===== config.mk =====
export PLATFORM = sky130hd
export DESIGN_NAME = uart_rx_engine
export DESIGN_NICKNAME = d
export VERILOG_FILES = /design/src/rtl/uart_rx_engine.sv
export SDC_FILE = /design/constraint.sdc
export NUM_CORES = 1
export LEC_CHECK = 0
export CORE_MARGIN = 2
export CORE_UTILIZATION = 50
export CTS_CLUSTER_SIZE = 8
export DETAILED_ROUTE_END_ITERATION = 16
export PLACE_DENSITY = 0.8
export SLEW_MARGIN = 10
export SYNTH_ARGS = -nofsm -noshare
export SYNTH_HDL_FRONTEND = slang
export SYNTH_SLANG_ARGS = --single-unit

===== constraint.sdc =====
create_clock -name clk -period 3.7 [get_ports clk]
set_input_delay 0.74 -clock clk [delete_from_list [all_inputs] [get_ports clk]]
set_output_delay 0.74 -clock clk [all_outputs]
set_load 0.02 [all_outputs]

===== src/rtl/uart_rx_engine.sv =====
// UART receive engine: synchronises rxd, detects start bits, oversamples and deserialises frames.
// Define UART_RX_MAJORITY_EN for 3-sample majority voting per bit when brgh = 0.
module uart_rx_engine #(
    parameter int SYNC_STAGES = 2
) (
    input  logic       clk,
    input  logic       rst_n,
    input  logic       en_i,
    input  logic       brgh_i,
    input  logic [1:0] pdsel_i,
    input  logic       stsel_i,
    input  logic       tick_i,
    input  logic       rxd_i,
    output logic [8:0] rx_data_o,
    output logic       rx_perr_o,
    output logic       rx_ferr_o,
    output logic       rx_valid_o,
    input  logic       rx_ready_i,
    output logic       overrun_o,
    output logic       busy_o
);

    typedef enum logic [2:0] {IDLE, START, DATA, PARITY, STOP1, STOP2} state_t;

    state_t                 state, next;
    logic [SYNC_STAGES-1:0] sync;
    logic                   rxd_s;
    logic                   tick;
    logic                   brgh_l, stsel_l;
    logic [1:0]             pdsel_l;
    logic [3:0]             cnt, cnt_max, sample_at, data_last, bit_idx;
    logic [8:0]             shreg;
    logic                   par, ferr_acc, armed;
    logic                   has_parity, start_det, take, bit_val;
    logic                   frame_done, done_perr, done_ferr;

    always_ff @(posedge clk or negedge rst_n) begin
        if (!rst_n) sync <= '1;
        else        sync <= {sync[SYNC_STAGES-2:0], rxd_i};
    end

    assign rxd_s      = sync[SYNC_STAGES-1];
    assign tick       = en_i & tick_i;
    assign cnt_max    = brgh_l ? 4'd3 : 4'd15;
    assign data_last  = (pdsel_l == 2'b11) ? 4'd8 : 4'd7;
    assign has_parity = (pdsel_l == 2'b01) || (pdsel_l == 2'b10);

`ifdef UART_RX_MAJORITY_EN
    logic s_early, s_mid;

    function automatic logic maj3(input logic a, input logic b, input logic c);
        return (a & b) | (a & c) | (b & c);
    endfunction

    // Samples at M-1 and M feed the vote that is decided at M+1.
    always_ff @(posedge clk) begin
        if (tick && !brgh_l && cnt == 4'd6) s_early <= rxd_s;
        if (tick && !brgh_l && cnt == 4'd7) s_mid   <= rxd_s;
    end

    assign sample_at = brgh_l ? 4'd1 : 4'd8;
    assign bit_val   = brgh_l ? rxd_s : maj3(s_early, s_mid, rxd_s);
`else
    assign sample_at = brgh_l ? 4'd1 : 4'd7;
    assign bit_val   = rxd_s;
`endif

    // armed gates start detection so a held-low line cannot retrigger after a break.
    assign start_det = tick && (state == IDLE) && !rxd_s && armed;
    assign take      = tick && (state != IDLE) && (cnt == sample_at);

    always_ff @(posedge clk or negedge rst_n) begin
        if (!rst_n) state <= IDLE;
        else        state <= next;
    end

    always_comb begin
        next = state;
        if (!en_i) begin
            next = IDLE;
        end else begin
            case (state)
                IDLE:    if (start_det) next = START;
                START:   if (take) next = bit_val ? IDLE : DATA;
                DATA:    if (take && bit_idx == data_last) next = has_parity ? PARITY : STOP1;
                PARITY:  if (take) next = STOP1;
                STOP1:   if (take) next = stsel_l ? STOP2 : IDLE;
                STOP2:   if (take) next = IDLE;
                default: next = IDLE;
            endcase
        end
    end

    always_comb begin
        busy_o     = (state != IDLE);
        frame_done = take && ((state == STOP1 && !stsel_l) || state == STOP2);
        done_ferr  = !bit_val || (state == STOP2 && ferr_acc);
        done_perr  = has_parity && ((^{shreg[7:0], par}) != (pdsel_l == 2'b10));
    end

    always_ff @(posedge clk or negedge rst_n) begin
        if (!rst_n) begin
            brgh_l   <= 1'b0;
            pdsel_l  <= 2'b00;
            stsel_l  <= 1'b0;
            cnt      <= 4'd0;
            bit_idx  <= 4'd0;
            shreg    <= 9'd0;
            par      <= 1'b0;
            ferr_acc <= 1'b0;
            armed    <= 1'b0;
        end else begin
            if (rxd_s) armed <= 1'b1;
            if (frame_done && !bit_val) armed <= 1'b0;
            if (start_det) begin
                brgh_l   <= brgh_i;
                pdsel_l  <= pdsel_i;
                stsel_l  <= stsel_i;
                cnt      <= 4'd0;
                bit_idx  <= 4'd0;
                shreg    <= 9'd0;
                ferr_acc <= 1'b0;
            end else if (tick && state != IDLE) begin
                cnt <= (cnt == cnt_max) ? 4'd0 : cnt + 4'd1;
                if (take) begin
                    case (state)
                        DATA: begin
                            shreg[bit_idx] <= bit_val;
                            bit_idx        <= bit_idx + 4'd1;
                        end
                        PARITY:  par      <= bit_val;
                        STOP1:   ferr_acc <= !bit_val;
                        default: ;
                    endcase
                end
            end
        end
    end

    // One-entry output register; a completed frame is dropped while it is occupied and stalled.
    always_ff @(posedge clk or negedge rst_n) begin
        if (!rst_n) begin
            rx_data_o  <= 9'd0;
            rx_perr_o  <= 1'b0;
            rx_ferr_o  <= 1'b0;
            rx_valid_o <= 1'b0;
            overrun_o  <= 1'b0;
        end else begin
            overrun_o <= 1'b0;
            if (!en_i) begin
                rx_valid_o <= 1'b0;
            end else if (frame_done) begin
                if (!rx_valid_o || rx_ready_i) begin
                    rx_data_o  <= shreg;
                    rx_perr_o  <= done_perr;
                    rx_ferr_o  <= done_ferr;
                    rx_valid_o <= 1'b1;
                end else begin
                    overrun_o <= 1'b1;
                end
            end else if (rx_ready_i) begin
                rx_valid_o <= 1'b0;
            end
        end
    end

endmodule


==> flow_summary.json <==
{
  "outcome": "complete, no violations",
  "core_mm2": 0.00435,
  "post_drt_wl_per_cell_um": 14.3,
  "cp-start-kind": "primary input",
  "cellPowerDensity_mw_per_mm2": 371,
  "crit_fanout": 12,
  "period_share_pct": 71.0,
  "rsz0062_at_grt": "no",
  "hpwl_mm": 2.90,
  "first_global_vias": 1499,
  "slew_violations": 0,
  "drt_iter0_drc": 87,
  "first_pass_iters": 4,
  "power_frac_clock_pct": 37.4,
  "layout.nets": 244,
  "htreeDepth": 2,
  "p_comb_share_pct": 11.3,
  "yosysUniqueCellTypes": 44,
  "cts.sinks": 42,
  "p_leak_uw": 0.00116,
  "synth-seq-cells": 42,
  "die_h_um": 71.1,
  "netlist_area_mm2": 0.00225,
  "drt-total-wl_mm": 4.01,
  "tns_ns": 0,
  "ant_nets": 0,
  "synth_top_flop_cell": "dfrtp_1",
  "grt_use_total_pct": 17.7,
  "critPathKind": "primary input to register",
  "reg2reg_slack_ns": 1.45,
  "tightest_slew_ns": 0.911,
  "finClkSkew_ns": 0.00278,
  "hold_path_class": "register to register",
  "grt_overflow_total": 0,
  "finalSetupViolations": 0,
  "synth-async-reset-ratio_pct": 100,
  "cap_violations": 0,
  "p_total_uw": 957,
  "cts-root-buf": "clkbuf_8",
  "clk_latency_ns": 0.30,
  "syn_inst": 208,
  "hold_viol_final": 0,
  "p_sw_share_pct": 24.7,
  "start_util_pct": 51.7,
  "grt_max_degree": 43,
  "grt_pass1_wl_mm": 7.09,
  "syn_avg_cell_area_um2": 10.8,
  "max_freq_mhz": 381,
  "hold-worst-slack_ns": 0.359,
  "cts_setup_buffers": 0,
  "cts-hold-fix-buffers": 0,
  "arrival_ns": 2.81,
  "port_buffers": 23,
  "endpoint_kind": "register",
  "ioPinCount": 24,
  "drive_gt1_share_pct": 13.2,
  "fin_crit_ns": 2.63,
  "drc": 0,
  "clkSlewWorstSetupHoldPaths_ns": 0.08,
  "antenna_cells_inserted": 0,
  "syn_to_final_growth_pct": 14.6,
  "placed_cells": 272,
  "numCtsBuffers": 5,
  "dieWidth_um": 71.1,
  "syn_nets": 225,
  "p_seq_share_pct": 51.4,
  "required_ns": 3.89,
  "vias": 1534,
  "die_area_mm2": 0.00505,
  "ir_drop_v": 0.000355,
  "power_switching_uw": 236,
  "clockBufferDepth": 2,
  "ctsResizeCount": 0,
  "antenna_found_initial": 0,
  "yosysWarnings": 0,
  "tritoncts": "built",
  "final_cell_count_no_fill": 280,
  "gp_congestion": 0.895,
  "p_int_uw": 721,
  "synth_edf_count": 0,
  "slew_headroom_pct": 39.3,
  "rows": 24,
  "vias_per_cell": 5.48,
  "seq_area_frac_synth_pct": 46.8
}
[worst paths after layout]
kind / from / endpoint / cells past startpoint
setup reg to reg: state[0] / rx_data_o[7] / 5
hold / removal: sync[0] / sync[1] / 0
min in group asynchronous: rst_n / overrun_o / 1
setup / recovery: en_i / rx_data_o[7] / 5
max in group asynchronous: rst_n / shreg[2] / 1
hold reg to reg: sync[0] / sync[1] / 0
[cell usage in the layout, fill, tap and decap left out, drive strengths merged, types with 2 or more instances in the layout]
| cell | netlist | routed |
|---|---|---|
| o32ai | 2 | 2 |
| nand3 | 10 | 10 |
| xnor2 | 9 | 9 |
| nor4 | 5 | 5 |
| nor2 | 12 | 12 |
| clkbuf | 5 | 6 |
| nand2b | 4 | 4 |
| clkdlybuf4s50 | 0 | 22 |
| mux2i | 12 | 12 |
| nand3b | 2 | 2 |
| ha | 7 | 7 |
| mux2 | 13 | 13 |
| nor2b | 5 | 5 |
| a21oi | 4 | 4 |
| nand4 | 3 | 3 |
| dfrtp | 40 | 40 |
| inv | 10 | 10 |
| nand2 | 30 | 30 |
| o21ai | 10 | 10 |
| dfstp | 2 | 2 |
[sequential cells by signal, indices dropped and copies added, names as in the netlist]
signal,count
rx_data_o,9
shreg,9
bit_idx,4
cnt,4
state,3
pdsel_l,2
sync,2
armed,1
brgh_l,1
ferr_acc,1
overrun_o,1
par,1
rx_ferr_o,1
rx_perr_o,1
rx_valid_o,1
stsel_l,1
[cell type report]
cell class / instances / area, um2
clock buffers: 6 / 72.6
clock inverters: 2 / 37.5
fillers: 370 / 1780
inverters: 10 / 37.5
multi-input cells: 145 / 1090
flip-flops and latches: 42 / 1050
well taps: 52 / 65.1
repair buffers: 23 / 225
[kinds of logic after synthesis]
logic type	after synthesis	synth area share (%)
muxes	25	13.5
buffers and inverters	21	4.89
AOI/OAI and AO/OA	24	6.90
DFF	42	46.8
and+or+nand+nor	78	19.1
adders and majority gates	7	3.89
xor gates and xnor gates	11	4.89
[per-layer routing]
| layer | GRT usage, % | vias to the layer above | share of wire, % |
|---|---|---|---|
| met1 | 24.2 | 723 | 46 |
| met5 | 0 | - | 0 |
| met3 | 4.56 | 9 | 6.7 |
| met2 | 27.2 | 55 | 46 |
| met4 | 7.13 | 0 | 1.3 |
| li1 | - | 747 | - |
[worst max-delay path: stages]
cell	delay, ns
clkdlybuf4s50_1	0.68
nand3_4	0.24
nor2_2	0.22
and3_1	0.58
mux2_4	0.35
[power by group through the flow]
stage | combinational [uW] | clock (uW) | sequential, uW
after floorplan | 76.3 | 0 | 494
after global placement | 104 | 0 | 499
after detailed placement | 107 | 0 | 500
after CTS | 108 | 366 | 491
after global routing | 121 | 385 | 494
final | 108 | 357 | 492
[through the flow]
step	area [um2]	util (%)	setup WS, ns
2_1_floorplan	2250	-	1.56
3_3_place_gp	2470	56.7	0.853
3_5_place_dp	2470	56.7	0.769
4_1_cts	2580	59.2	1.09
5_1_grt	2580	59.2	0.945
6_report	2580	59.2	1.07
[cell usage after synthesis (2+ instances only)]
| cell | n | area share, % |
|---|---|---|
| nor4_1 | 3 | 0.83 |
| dfrtp_1 | 40 | 44 |
| nor4_4 | 2 | 1.9 |
| inv_1 | 10 | 1.7 |
| dfstp_2 | 2 | 2.3 |
| a21oi_1 | 4 | 0.89 |
| clkbuf_1 | 5 | 0.83 |
| ha_1 | 7 | 3.9 |
| mux2_4 | 10 | 6.7 |
| xnor2_1 | 9 | 3.5 |
| nor2b_1 | 5 | 1.4 |
| nor2_1 | 11 | 1.8 |
| nand4_1 | 3 | 0.83 |
| nand3b_1 | 2 | 0.67 |
| nand3_1 | 9 | 2.0 |
| o32ai_1 | 2 | 0.78 |
| o21ai_0 | 9 | 2.0 |
| nand2_1 | 30 | 5.0 |
| buf_6 | 4 | 2.0 |
| nand2b_1 | 4 | 1.1 |
| mux2_2 | 3 | 1.5 |
| mux2i_1 | 12 | 5.3 |
Power figures use the tool's default switching activity.
